===== src/rtl/alu_result_stage.sv =====
// Execute/writeback boundary register with valid/ready handshake and the architectural NVCZ flag register.
// Define ALU_RESULT_SKID_EN for a 2-entry skid buffer with registered in_ready; otherwise a single register with combinational in_ready.
module alu_result_stage #(
    parameter int N = 32
) (
    input  logic         clk,
    input  logic         reset,
    input  logic         in_valid,
    output logic         in_ready,
    input  logic [N-1:0] in_R,
    input  logic [3:0]   in_flags,
    input  logic [4:0]   in_dest,
    input  logic         in_set_flags,
    output logic         out_valid,
    input  logic         out_ready,
    output logic [N-1:0] out_R,
    output logic [3:0]   out_flags,
    output logic [4:0]   out_dest,
    output logic [3:0]   flags_q
);

    // Payload layout: {R, flags[3:0], dest[4:0], set_flags}
    localparam int PW = N + 10;

    logic [PW-1:0] in_pl;
    logic [PW-1:0] main_q, main_d;
    logic          in_xfer, out_xfer;

    assign in_pl    = {in_R, in_flags, in_dest, in_set_flags};
    assign in_xfer  = in_valid & in_ready;
    assign out_xfer = out_valid & out_ready;

    assign out_R     = main_q[PW-1:10];
    assign out_flags = main_q[9:6];
    assign out_dest  = main_q[5:1];

`ifdef ALU_RESULT_SKID_EN
    localparam logic [1:0] ST_EMPTY = 2'd0;
    localparam logic [1:0] ST_ONE   = 2'd1;
    localparam logic [1:0] ST_FULL  = 2'd2;

    logic [1:0]    state_q, state_d;
    logic [PW-1:0] skid_q, skid_d;
    logic          in_ready_q;

    assign in_ready  = in_ready_q;
    assign out_valid = (state_q != ST_EMPTY);

    always_comb begin
        state_d = state_q;
        main_d  = main_q;
        skid_d  = skid_q;
        case (state_q)
            ST_EMPTY: begin
                if (in_xfer) begin
                    main_d  = in_pl;
                    state_d = ST_ONE;
                end
            end
            ST_ONE: begin
                case ({in_xfer, out_xfer})
                    2'b10: begin
                        skid_d  = in_pl;
                        state_d = ST_FULL;
                    end
                    2'b01: state_d = ST_EMPTY;
                    2'b11: main_d = in_pl;
                    default: ;
                endcase
            end
            ST_FULL: begin
                // in_ready is low here, so only the drain direction can move
                if (out_xfer) begin
                    main_d  = skid_q;
                    state_d = ST_ONE;
                end
            end
            default: state_d = ST_EMPTY;
        endcase
    end

    always_ff @(posedge clk) begin
        if (reset) begin
            state_q    <= ST_EMPTY;
            main_q     <= '0;
            skid_q     <= '0;
            in_ready_q <= 1'b1;
        end else begin
            state_q    <= state_d;
            main_q     <= main_d;
            skid_q     <= skid_d;
            in_ready_q <= (state_d != ST_FULL);
        end
    end
`else
    logic main_vld_q, main_vld_d;

    assign out_valid = main_vld_q;
    assign in_ready  = ~main_vld_q | out_ready;

    always_comb begin
        main_d     = in_xfer ? in_pl : main_q;
        main_vld_d = in_xfer | (main_vld_q & ~out_ready);
    end

    always_ff @(posedge clk) begin
        if (reset) begin
            main_vld_q <= 1'b0;
            main_q     <= '0;
        end else begin
            main_vld_q <= main_vld_d;
            main_q     <= main_d;
        end
    end
`endif

    // Architectural flags follow consumed results only; reset wins over a same-edge consume
    always_ff @(posedge clk) begin
        if (reset) begin
            flags_q <= 4'b0000;
        end else if (out_xfer && main_q[0]) begin
            flags_q <= main_q[9:6];
        end
    end

endmodule


===== config.mk =====
export PLATFORM = sky130hd
export DESIGN_NAME = alu_result_stage
export DESIGN_NICKNAME = d
export VERILOG_FILES = /design/src/rtl/alu_result_stage.sv
export SDC_FILE = /design/constraint.sdc
export NUM_CORES = 1
export LEC_CHECK = 0
export ABC_CLOCK_PERIOD_IN_PS = 1420
export CORE_UTILIZATION = 35
export DETAILED_ROUTE_END_ITERATION = 10
export PLACE_DENSITY = 0.72
export SKIP_CTS_REPAIR_TIMING = 1
export SYNTH_ARGS = -nofsm -noshare
export SYNTH_HDL_FRONTEND = slang
export SYNTH_SLANG_ARGS = --single-unit

===== constraint.sdc =====
create_clock -name clk -period 1.42 [get_ports clk]
set_input_delay 0.355 -clock clk [delete_from_list [all_inputs] [get_ports clk]]
set_output_delay 0.355 -clock clk [all_outputs]
set_load 0.005 [all_outputs]

==> results.py <==
metrics = {
    "clocking": {
        "cts_sinks": 47,
        "htreeDepth": 2,
        "cts_tree": "built",
        "worstSkewPairLatency_ps": 300,
        "cts.path.max_buffers": 2,
        "cts_buffers": 5,
        "clkSlewWorstSetupHoldPaths_ps": 90,
        "cts.root.buffer_cell": "clkbuf_8",
    },
    "critical_path": {
        "endpoint": "in_ready",
        "path_cells": "buf_4, nand2b_4, dlymetal6s2s_1",
        "rr_endpoint": "main_q[2]",
        "start_kind": "flip-flop",
        "worst-path-stages": 3,
        "critPathKind": "flip-flop to primary output",
        "required_ps": 1070,
        "cp.arrival_ps": 980,
        "slowest_delay_ps": 350,
        "cp-end-kind": "primary output",
        "regToRegSetupSlack_ps": 130,
        "startpoint": "out_valid",
        "ff2ff_path_depth": 6,
        "timing.rr.start": "out_valid",
        "worst-path-max-fanout": 2,
        "critical-path-top-delay-family": "flip-flops",
        "cp_num_buf_inv": 2,
        "cp_slowest_cell": "dfxtp_4",
    },
    "sta": {
        "fmax_mhz": 750,
        "finalClockSkew_ps": 3.49,
        "drv_slew": 0,
        "period_share_pct": 93.9,
        "worst_slack_ps": 86.9,
        "slew_headroom_pct": 77.0,
        "grt_setup_unrepaired": "no",
        "finalCriticalPeriod_ps": 1330,
        "finalHoldViolCount": 0,
        "setup_viol": 0,
        "tightestPinTransition_ps": 345,
    },
    "drt": {
        "wl_um": 5520,
        "dr.pass1.iters": 4,
        "dr_wl_met3_um": 284,
        "routed-wl-met2_um": 2570,
        "viasPerCell": 4.58,
        "top_layer": "met4",
        "met1_length_um": 2630,
        "drt_iter0_markers": 33,
        "postRouteAntennaNets": 0,
        "wl_per_cell_um": 13.7,
        "drc": 0,
        "routed-via-count": 1844,
    },
    "cells_and_area": {
        "final_layout_size_suffix_gt1_share_pct": 46.8,
        "syn_to_final_growth_pct": 34.7,
        "diodes": 0,
        "nets": 346,
        "num-fill-cells": 716,
    },
    "synthesis": {
        "ys_ff_latch": 47,
        "avgSynthCellArea_um2": 11.1,
        "synthTopCellsByArea": "dfxtp_1 (34%), a21bo_1 (15%), nand3_2 (14%)",
        "synth-main-ff-cell": "dfxtp_1",
        "synth_top_area_share_pct": 33.9,
        "netlist_area_um2": 2770,
        "synth_async_sr_flop_share_pct": 0,
        "ys_top_cells_by_count": "dfxtp_1 (47), a21oi_2 (43), a21bo_1 (42)",
        "syn_nets": 296,
        "synth.most_common_cell": "dfxtp_1",
        "ys_types": 15,
        "synthCells": 250,
        "synth_area_leader_cell": "dfxtp_1",
        "yosysSeqAreaShare_pct": 33.9,
        "synth_edf_count": 0,
        "yosysWarnings": 0,
    },
    "global_routing": {
        "antenna_found_initial": 0,
        "grt_pass1_vias": 1855,
        "grt_pass1_wl_um": 8670,
        "gr-total-overflow": 0,
        "grtUsageTotal_pct": 12.6,
        "grt_max_degree": 48,
    },
    "status": {
        "status": "finished, final reports clean",
    },
    "place": {
        "post-dp-hpwl_um": 3410,
        "io_buffers": 92,
        "gp_congestion": 0.635,
        "dp_slack_ps": -414,
    },
    "pwr": {
        "ir_worst_vdd_uv": 380,
        "powerDensity_nw_per_um2": 773,
        "total_power_mw": 2.89,
        "leakage_nw": 2.08,
    },
    "min_path": {
        "hold_path.class": "input pin to flip-flop",
    },
    "die": {
        "rows": 32,
        "io_pins": 93,
        "dieArea_um2": 8280,
        "coreArea_um2": 7690,
        "start_util_pct": 36.1,
        "die_x_um": 91.0,
        "die_h_um": 91.0,
    },
    "flow_run": {
        "max-cap-violations": 0,
    },
}
-- report_power, final --
| group | total [mW] | internal (mW) | switching, mW |
|---|---|---|---|
| sequential | 1.43 | 1.40 | 0.0330 |
| clock | 0.818 | 0.344 | 0.475 |
| combinational | 0.638 | 0.376 | 0.262 |
-- worst min path at each step --
stage                    start    endpoint  slack (ps)  cells after the start
floorplan            main_q[6]  flags_q[0]         480                      2
global route          in_valid  main_q[37]         400                      3
detailed placement  flags_q[1]  flags_q[1]         500                      2
finish                in_valid  main_q[36]         410                      3
CTS                   in_valid  main_q[37]         400                      3
global placement    flags_q[2]  flags_q[2]         480                      2
-- layer usage --
metal / vias to the layer above / track usage, %
li1: 920 / -
met1: 867 / 16.2
met2: 54 / 21.3
met3: 3 / 3.27
met4: 0 / 2.38
met5: - / 0
-- kinds of logic after synthesis --
group	count (synthesis)	synth area share, %
mux	4	1.44
flops	47	33.9
buf+inv	66	20.2
compound gates	85	28.7
simple gates	48	15.7
-- metrics by stage --
stage / hold WS [ps] / utilization, % / instance area [um^2] / TNS, ps / std cells
CTS: 402 / 45.6 / 3510 / -4870 / 397
global route: 401 / 48.6 / 3730 / 0 / 403
floorplan: 479 / - / 2770 / 0 / 250
finish: 410 / 48.6 / 3730 / 0 / 403
detailed placement: 498 / 44.5 / 3420 / -12470 / 389
global placement: 476 / 44.5 / 3420 / -13570 / 389
-- final cells by class --
class | count | area [um^2] | share of cell area [%]
multi-input cells | 137 | 1270 | 34.0
repair buffers | 108 | 1260 | 33.7
flip-flops and latches | 47 | 985 | 26.4
well taps | 102 | 128 | 3.42
clock buffers | 5 | 68.8 | 1.84
clock inverters | 3 | 20.0 | 0.536
inverters | 1 | 3.75 | 0.101
-- worst min-delay path: cells and delay by family --
| kind | cells | cell delay, ps |
|---|---|---|
| buffers and inverters | 1 | 180 |
| AO/OA/AOI/OAI | 1 | 40 |
| AND/OR/NAND/NOR | 1 | 90 |
-- registers in the layout (all words and copies together), names as in the netlist --
signal / count
flags_q: 4
main_q: 42
out_valid: 1
-- cells in the final DEF, fill, tap and decap left out --
master	count
buf_2	1
inv_1	1
nand2b_4	1
nand3_2	38
buf_12	7
clkbuf_8	5
nand3_1	5
clkinvlp_4	2
mux2i_1	4
buf_4	9
dfxtp_1	14
nor2_1	4
dfxtp_2	32
clkinv_2	1
clkdlybuf4s50_1	42
clkbuf_16	1
dlymetal6s2s_1	48
a21oi_2	43
a21bo_1	42
dfxtp_4	1
Power figures use the tool's default switching activity.
